[config.mk]
export PLATFORM = sky130hd
export DESIGN_NAME = amo_exec_unit
export DESIGN_NICKNAME = d
export VERILOG_FILES = /design/src/rtl/amo_exec_unit_pkg.sv /design/src/rtl/amo_alu.sv /design/src/rtl/amo_exec_unit.sv
export SDC_FILE = /design/constraint.sdc
export NUM_CORES = 1
export LEC_CHECK = 0
export CAP_MARGIN = 15
export CORE_MARGIN = 2
export CORE_UTILIZATION = 25
export DETAILED_ROUTE_END_ITERATION = 16
export PLACE_DENSITY = 0.52
export SYNTH_ARGS = -nofsm -noshare
export SYNTH_HDL_FRONTEND = slang
export SYNTH_SLANG_ARGS = --single-unit
[constraint.sdc]
create_clock -name clk -period 4.5 [get_ports clk]
set_input_delay 0.9 -clock clk [delete_from_list [all_inputs] [get_ports clk]]
set_output_delay 0.9 -clock clk [all_outputs]
set_load 0.01 [all_outputs]
[src/rtl/amo_exec_unit_pkg.sv]
// amo_exec_unit_pkg: memory-op command codes, size codes, FSM states and decode helpers
package amo_exec_unit_pkg;
  localparam logic [4:0] M_XRD       = 5'b00000;
  localparam logic [4:0] M_XWR       = 5'b00001;
  localparam logic [4:0] M_PFR       = 5'b00010;
  localparam logic [4:0] M_PFW       = 5'b00011;
  localparam logic [4:0] M_XA_SWAP   = 5'b00100;
  localparam logic [4:0] M_FLUSH_ALL = 5'b00101;
  localparam logic [4:0] M_XLR       = 5'b00110;
  localparam logic [4:0] M_XSC       = 5'b00111;
  localparam logic [4:0] M_XA_ADD    = 5'b01000;
  localparam logic [4:0] M_XA_XOR    = 5'b01001;
  localparam logic [4:0] M_XA_OR     = 5'b01010;
  localparam logic [4:0] M_XA_AND    = 5'b01011;
  localparam logic [4:0] M_XA_MIN    = 5'b01100;
  localparam logic [4:0] M_XA_MAX    = 5'b01101;
  localparam logic [4:0] M_XA_MINU   = 5'b01110;
  localparam logic [4:0] M_XA_MAXU   = 5'b01111;

  localparam logic [1:0] SZ_W = 2'd2;
  localparam logic [1:0] SZ_D = 2'd3;

  typedef enum logic [2:0] {IDLE, RD_REQ, RD_WAIT, WR_REQ, RESP} amo_state_e;

  // ADD..MAXU occupy 01xxx; SWAP sits apart from them
  function automatic logic isAMO(input logic [4:0] cmd);
    return cmd == M_XA_SWAP || cmd[4:3] == 2'b01;
  endfunction

  function automatic logic isLR(input logic [4:0] cmd);
    return cmd == M_XLR;
  endfunction

  function automatic logic isSC(input logic [4:0] cmd);
    return cmd == M_XSC;
  endfunction
endpackage

[src/rtl/amo_alu.sv]
// amo_alu: combinational AMO datapath for 32/64-bit operands
//   cmd  : M_* opcode          size : SZ_W / SZ_D
//   lane : addr[2], selects the 32-bit word of a for SZ_W
//   a    : old memory doubleword   b : request operand, right-justified
//   res  : value to write (32-bit results replicated to both lanes)
//   old  : old value of the addressed word, sign-extended for SZ_W
module amo_alu
  import amo_exec_unit_pkg::*;
(
  input  logic [4:0]  cmd,
  input  logic [1:0]  size,
  input  logic        lane,
  input  logic [63:0] a,
  input  logic [63:0] b,
  output logic [63:0] res,
  output logic [63:0] old
);
  logic        w;
  logic        lt;
  logic [31:0] a32;
  logic [63:0] ea;
  logic [63:0] eb;
  logic [63:0] r;

  // 32-bit operands are sign-extended to 64 bits: the signed order is kept, and
  // the unsigned 64-bit order of two sign-extended words equals their unsigned
  // 32-bit order, so one 64-bit compare and adder serve both widths
  always_comb begin
    w   = size == SZ_W;
    a32 = lane ? a[63:32] : a[31:0];
    ea  = w ? {{32{a32[31]}}, a32} : a;
    eb  = w ? {{32{b[31]}}, b[31:0]} : b;
    lt  = (cmd == M_XA_MIN || cmd == M_XA_MAX) ? $signed(ea) < $signed(eb) : ea < eb;
    r   = cmd == M_XA_ADD ? ea + eb :
          cmd == M_XA_XOR ? ea ^ eb :
          cmd == M_XA_OR  ? ea | eb :
          cmd == M_XA_AND ? ea & eb :
          (cmd == M_XA_MIN || cmd == M_XA_MINU) ? (lt ? ea : eb) :
          (cmd == M_XA_MAX || cmd == M_XA_MAXU) ? (lt ? eb : ea) : eb;
    res = w ? {2{r[31:0]}} : r;
    old = ea;
  end
endmodule

[src/rtl/amo_exec_unit.sv]
// amo_exec_unit: executes LR/SC/AMO commands as read-modify-write sequences on the data array
//   req_*      : command in (accepted only when idle)
//   resp_*     : old value / SC status / error out, held until resp_ready
//   mem_req_*  : data-array access, 8-byte aligned, lane-replicated data with byte mask
//   mem_resp_* : read data, one pulse per read
//   probe_*    : external invalidate/probe, kills a matching reservation
module amo_exec_unit
  import amo_exec_unit_pkg::*;
#(
  parameter int ADDR_W        = 40,
  parameter int TAG_W         = 6,
  parameter int RSV_GRAN_LOG2 = 6,
  parameter int LR_TIMEOUT    = 80
) (
  input  logic              clk,
  input  logic              rst_n,
  input  logic              req_valid,
  output logic              req_ready,
  input  logic [4:0]        req_cmd,
  input  logic [ADDR_W-1:0] req_addr,
  input  logic [1:0]        req_size,
  input  logic [63:0]       req_data,
  input  logic [TAG_W-1:0]  req_tag,
  output logic              resp_valid,
  input  logic              resp_ready,
  output logic [63:0]       resp_data,
  output logic [TAG_W-1:0]  resp_tag,
  output logic              resp_err,
  output logic              mem_req_valid,
  input  logic              mem_req_ready,
  output logic              mem_req_we,
  output logic [ADDR_W-1:0] mem_req_addr,
  output logic [63:0]       mem_req_wdata,
  output logic [7:0]        mem_req_wmask,
  input  logic              mem_resp_valid,
  input  logic [63:0]       mem_resp_data,
  input  logic              probe_valid,
  input  logic [ADDR_W-1:0] probe_addr
);
  localparam int CNT_W = $clog2(LR_TIMEOUT + 1);
  localparam int GR_W  = ADDR_W - RSV_GRAN_LOG2;

  amo_state_e        state;
  amo_state_e        state_n;
  logic [4:0]        cmd;
  logic [ADDR_W-1:0] addr;
  logic [1:0]        size;
  logic [63:0]       data;
  logic              rsv_valid;
  logic [GR_W-1:0]   rsv_gran;
  logic [CNT_W-1:0]  cnt;
  logic [63:0]       alu_res;
  logic [63:0]       alu_old;
  logic              accept;
  logic              legal;
  logic              sc_hit;
  logic              lr_set;
  logic              rsv_clr;
  logic [GR_W-1:0]   req_gran;
  logic [GR_W-1:0]   cur_gran;
  logic [GR_W-1:0]   probe_gran;
  logic              unused_ok;

  assign req_ready     = state == IDLE;
  assign resp_valid    = state == RESP;
  assign mem_req_valid = state == RD_REQ || state == WR_REQ;
  assign mem_req_we    = state == WR_REQ;
  assign mem_req_addr  = {addr[ADDR_W-1:3], 3'b000};
  assign req_gran      = req_addr[ADDR_W-1:RSV_GRAN_LOG2];
  assign cur_gran      = addr[ADDR_W-1:RSV_GRAN_LOG2];
  assign probe_gran    = probe_addr[ADDR_W-1:RSV_GRAN_LOG2];
  assign unused_ok     = ^{addr[1:0], probe_addr[RSV_GRAN_LOG2-1:0]};

  always_comb begin
    accept  = req_valid && req_ready;
    legal   = (isLR(req_cmd) || isSC(req_cmd) || isAMO(req_cmd)) &&
              (req_size == SZ_D ? req_addr[2:0] == 3'd0 : req_size == SZ_W && req_addr[1:0] == 2'd0);
    sc_hit  = rsv_valid && rsv_gran == req_gran;
    lr_set  = state == RD_WAIT && mem_resp_valid && isLR(cmd);
    // any single source is enough to kill the reservation; they may coincide
    rsv_clr = (probe_valid && probe_gran == rsv_gran) ||
              (accept && legal && isSC(req_cmd)) ||
              (state == WR_REQ && mem_req_ready && isAMO(cmd) && cur_gran == rsv_gran) ||
              cnt == CNT_W'(1);
  end

  always_ff @(posedge clk or negedge rst_n)
    if (!rst_n) state <= IDLE;
    else state <= state_n;

  always_comb begin
    state_n = state;
    case (state)
      IDLE:    if (req_valid) state_n = !legal ? RESP : isSC(req_cmd) ? (sc_hit ? WR_REQ : RESP) : RD_REQ;
      RD_REQ:  if (mem_req_ready) state_n = RD_WAIT;
      RD_WAIT: if (mem_resp_valid) state_n = isLR(cmd) ? RESP : WR_REQ;
      WR_REQ:  if (mem_req_ready) state_n = RESP;
      RESP:    if (resp_ready) state_n = IDLE;
      default: state_n = IDLE;
    endcase
  end

  // SC write data and all masks are fixed at accept; AMO write data is
  // replaced by the ALU result when the old value arrives
  always_ff @(posedge clk or negedge rst_n)
    if (!rst_n) begin
      cmd           <= '0;
      addr          <= '0;
      size          <= '0;
      data          <= '0;
      resp_tag      <= '0;
      resp_err      <= 1'b0;
      resp_data     <= '0;
      mem_req_wdata <= '0;
      mem_req_wmask <= '0;
    end else if (accept) begin
      cmd           <= req_cmd;
      addr          <= req_addr;
      size          <= req_size;
      data          <= req_data;
      resp_tag      <= req_tag;
      resp_err      <= !legal;
      resp_data     <= (legal && isSC(req_cmd) && !sc_hit) ? 64'd1 : 64'd0;
      mem_req_wdata <= req_size == SZ_W ? {2{req_data[31:0]}} : req_data;
      mem_req_wmask <= req_size == SZ_W ? (req_addr[2] ? 8'hF0 : 8'h0F) : 8'hFF;
    end else if (state == RD_WAIT && mem_resp_valid) begin
      resp_data     <= alu_old;
      mem_req_wdata <= alu_res;
    end

  // a probe of the granule being reserved in the same cycle wins over the set
  always_ff @(posedge clk or negedge rst_n)
    if (!rst_n) begin
      rsv_valid <= 1'b0;
      rsv_gran  <= '0;
      cnt       <= '0;
    end else if (lr_set) begin
      rsv_valid <= !(probe_valid && probe_gran == cur_gran);
      rsv_gran  <= cur_gran;
      cnt       <= CNT_W'(LR_TIMEOUT);
    end else if (rsv_valid) begin
      rsv_valid <= !rsv_clr;
      cnt       <= cnt - CNT_W'(1);
    end

  amo_alu u_alu (
    .cmd  (cmd),
    .size (size),
    .lane (addr[2]),
    .a    (mem_resp_data),
    .b    (data),
    .res  (alu_res),
    .old  (alu_old)
  );
endmodule

==> results.md <==
- The run finished, with violations left.
- The checks that failed: setup timing.
- For this block, the routed nets add up to approximately 160000 um of wire.
- Clock skew on the completed layout was measured at 0.0316 ns.
- The synthesized netlist devotes 6.21% of its cell area to XOR and XNOR gates.
- The later pin in the worst-skew pair is clocked with a latency of between 0.6 and 0.7 ns.
- The worst hold slack is 0.320 ns.
- The sequential cells in the finished layout cover a total of 7290 um^2.
- The launch point of the worst path is addr[2].
- The library cells used most frequently in the layout, excluding fill and tap cells, are sky130_fd_sc_hd__buf_4, sky130_fd_sc_hd__nand2_1, sky130_fd_sc_hd__clkdlybuf4s50_1.
- In this run, placement finished with an instance count of 5243.
- For this configuration, the core starts out at a cell density of 25.3%.
- After the last flow step, the layout net total stands at 4516.
- The synthesized design contains 0 enable-type register cells.
- IR analysis of the VDD net gives a maximum drop of 290 uV.
- The switching share of power is 48.2%.
- Detailed placement finished with a half-perimeter wire length of ~120000 um.
- The signal on the critical path passes through buf_12, buf_8, mux2i_4, nor2_4, buf_4, buf_12, buf_12, a21oi_4, ha_4, nor4_2, buf_4, and2_4, buf_4, and4_2, o311ai_2, nand3_4, or4_4, buf_4, buf_16, a21oi_2, a21oi_1, a221o_2, a32oi_1.
- The count of cell types in the netlist is 89.
- The design internal power is 13.9 mW.
- The kind of capture point of the worst setup path is a register.
- The min-delay analysis places its worst path in the category in -> async.
- The max-cap check violation count is 0.
- TritonCTS built the clock tree.
- For this run, design rule violations remaining after detail routing come to 0.
- The data arrival at the endpoint of the critical path is 5.23 ns.
- Cells with a size suffix above 1 make up 27.9% of the layout.
- The total core area is 95300 um^2.
- The area of combinational cells with multiple inputs is 17500 um^2.
- The synthesized netlist devotes 23.3% of its cell area to compound gates.
- The number of hold violations in the final report is 0.
- The routed via count divided by cell count is 5.41.
- Entering global routing, the biggest net connects between 100 and 150 pins.
- The first global-routing pass estimated about 210000 um of wire.
- Measured along the y axis, the die boundary spans 315 um.
- Counting flops and latches in the post-synthesis netlist gives between 200 and 300.
- The worst pin sits at a relative slew slack of 32.6%.
- The area overhead of the layout relative to synthesis is 62.1%.
- On the worst path, the slowest cell contributes a delay of approximately 0.6 ns.
- The proportion of register bits with asynchronous set or reset after synthesis is 100%.
- The maximum count of clock buffers along a single path is 3.
- The area fraction in and, or, nand and nor cells after synthesis is between 20 and 25%.
- The setup slack after layout is -0.236 ns.
- CTS placed an instance of sky130_fd_sc_hd__clkbuf_16 at the clock tree root.
- Grouping stages by cell kind, the critical path spends the most delay in simple AND/OR/NAND/NOR gates.
- The detailed router placed around 29k vias in this run.
- The library cell used most frequently in the layout, excluding fill and tap cells, is sky130_fd_sc_hd__buf_4.
- The share of total power dissipated in sequential elements is 16.1%.
- Setup repair after global routing could not meet its margin everywhere.
- The biggest fanout along the worst timing path is 8.
- Summing every instance area after synthesis gives about 24000 um^2.
- Among all flip-flop cells after synthesis, the most frequent one is sky130_fd_sc_hd__dfrtp_1.
- Routability-driven placement finished with a final weighted congestion of 1.04.
- The filler cells instantiated in the layout total 9757.
- For this design the ratio of total power to cell area is 689 nW/um^2.
- The clock period minus worst slack is 4.74 ns.
- The worst register-to-register path begins at addr[2].
- The sort of element at the start of the critical path is a register.
- The switching power total is 13.0 mW.
- At the pin with the least slew margin, the transition time is ~1 ns.
- The combinational family with the most area after synthesis is compound AO/OA/AOI/OAI gates.
- The post-placement cell area is 34300 um^2.
- The CTS clock-pin slew for the worst setup and hold paths is 0.06 ns.
- The share of cell area taken by muxes after synthesis is 3.48%.
- Dividing the synthesized area by the synthesized cell count gives 7.74 um^2.
- The first detailed-routing pass ran for 6 iterations.
- At the worst endpoint, the required time is 5.00 ns.
- For this design the static power due to leakage is 17.6 nW.
- The number of buffer and inverter stages on the critical path is 9.
- Buffers inserted during clock tree synthesis total 42.
- For this design, the slowest cell found on the critical path is sky130_fd_sc_hd__or4_4.
- The site row count is ~110.
- In this run the remaining antenna-violating nets after routing total 0.
- The number of warnings reported in the yosys synthesis log is 0.
- The worst setup path is of the reg -> reg kind.
- Timing would allow up to between 200 and 250 MHz.
- Per report_power, the combinational group accounts for 70.5% of the total.
- The die is around 310 um wide.
- The total grt overflow is 0.
- The overall track demand over capacity in global routing is 30.2%.
- The most frequent cell on the critical path is sky130_fd_sc_hd__buf_4.
- The via count of the first global-routing pass is ~28k.
- After routing the design area is slightly below 40000 um^2.
- The count of pins on the block boundary is 415.
- The clock power share is 13.5%.
- The initial antenna violation count came to 11.
- The final max-slew violation count is 0.
- In the final routed layout, each cell accounts on average for 28.8 um.
- The detailed router finished its first iteration with 3470 violations.
- After synthesis, flip-flops and latches occupy 30.2% of the total area.
- The clock net in this run drives a total of 291 sinks.
- The number of cells in the finished layout apart from fillers is approximately 5.4k.
- The maximum level of the CTS H-tree is 2.
- The adder-cell area share of the yosys netlist is around a tenth.
- Input and output buffers added on the ports amount to 405.
- The post-route clock period utilization is 105%.
- Setup violations remaining at the end of the flow were counted as 45.
- The gate count after technology mapping is between 3k and 4k.
- The floorplan step defined a die boundary enclosing a little under 100000 um^2.
-- cell type report --
cell class              count  area share, %
multi-input cells        2428           44.7
repair buffers           1147           27.1
flip-flops and latches    291           18.6
well taps                1265           4.05
clock buffers              51           2.88
inverters                 183           1.76
clock inverters            25          0.870
diodes                      7         0.0448
-- per-layer routing --
layer  vias to the layer above  global-route usage (%)  share of wire (%)
li1                      12900                       -                  -
met1                     14400                    42.1                 42
met4                         2                    13.2                5.3
met5                         -                       0             0.0077
met2                      1588                    45.5                 43
met3                       326                    5.46                9.7
-- cells in the mapped netlist, types with 35 or more instances --
library cell	n	area [um^2]
sky130_fd_sc_hd__nand3_1	145	726
sky130_fd_sc_hd__xor2_1	56	490
sky130_fd_sc_hd__dfrtp_1	291	7280
sky130_fd_sc_hd__nand2_1	572	2150
sky130_fd_sc_hd__o21ai_0	241	1210
sky130_fd_sc_hd__nor2_1	130	488
sky130_fd_sc_hd__mux2i_1	77	771
sky130_fd_sc_hd__a21o_1	35	263
sky130_fd_sc_hd__o211ai_1	38	285
sky130_fd_sc_hd__a21oi_1	304	1520
sky130_fd_sc_hd__ha_1	194	2430
sky130_fd_sc_hd__nand4_1	44	275
sky130_fd_sc_hd__clkbuf_1	148	556
sky130_fd_sc_hd__a31oi_1	49	307
sky130_fd_sc_hd__xnor2_1	115	1010
sky130_fd_sc_hd__inv_1	181	679
-- worst register-to-register path: cells and delay by family (launching register included) --
family | cells | cell delay [ns]
flops | 1 | 0.39
simple gates | 6 | 1.32
mux | 1 | 0.18
buf+inv | 9 | 1.31
fa+ha+maj | 1 | 0.31
compound gates | 6 | 1.10
-- final timing paths --
path	end	slack, ns	cells after the start
min in group clk	resp_tag[2]	0.48	2
hold reg to reg	resp_tag[2]	0.48	2
hold / removal	resp_tag[3]	0.32	1
max in group asynchronous	rsv_gran[11]	3.14	2
setup reg to reg	mem_req_wdata[54]	-0.24	23
setup / recovery	mem_req_wdata[54]	-0.24	23
-- sequential cells by signal, summed over array words and instances (netlist names), 3 cells and up --
name / cells
resp_tag: 6
cnt: 7
state: 3
cmd: 5
mem_req_wdata: 64
resp_data: 64
data: 64
addr: 38
rsv_gran: 34
-- stage by stage --
| step | power (mW) | setup TNS, ns | utilization (%) | setup slack (ns) |
|---|---|---|---|---|
| after floorplan | 11.4 | 0 | - | 0.0287 |
| after global placement | 20.4 | -55.88 | 36.0 | -1.27 |
| after detailed placement | 20.3 | -56.78 | 36.0 | -1.26 |
| after CTS | 25.4 | -0.0367 | 39.5 | -0.0181 |
| after global routing | 28.1 | -8.69 | 41.0 | -0.254 |
| final | 26.9 | -3.80 | 41.0 | -0.236 |
-- logic make-up (layout without fill, tap and decap cells) --
kind of cell | Yosys count | after routing
muxes | 83 | 83
DFF | 291 | 291
adders and majority gates | 195 | 195
other | 1 | 10
and+or+nand+nor | 1067 | 1067
AOI/OAI and AO/OA | 909 | 909
xor gates and xnor gates | 171 | 171
buffers and inverters | 398 | 1406
-- what timing repair did --
action | CTS | global route
buffers inserted | 39 | 28
gates cloned | 5 | 7
setup endpoints to repair | 64 | 64
resized for setup | 265 | 215
hold buffers | 0 | 0
pin swaps | 76 | 83
-- power groups by stage --
| stage | combinational, mW | clock [mW] | sequential, mW |
|---|---|---|---|
| finish | 19.0 | 3.62 | 4.33 |
| global route | 19.9 | 3.78 | 4.36 |
| CTS | 17.5 | 3.68 | 4.26 |
| detailed placement | 16.1 | 0 | 4.26 |
| global placement | 16.1 | 0 | 4.29 |
| floorplan | 7.42 | 0 | 3.99 |
Note: power is estimated with default switching activity, not from simulation.
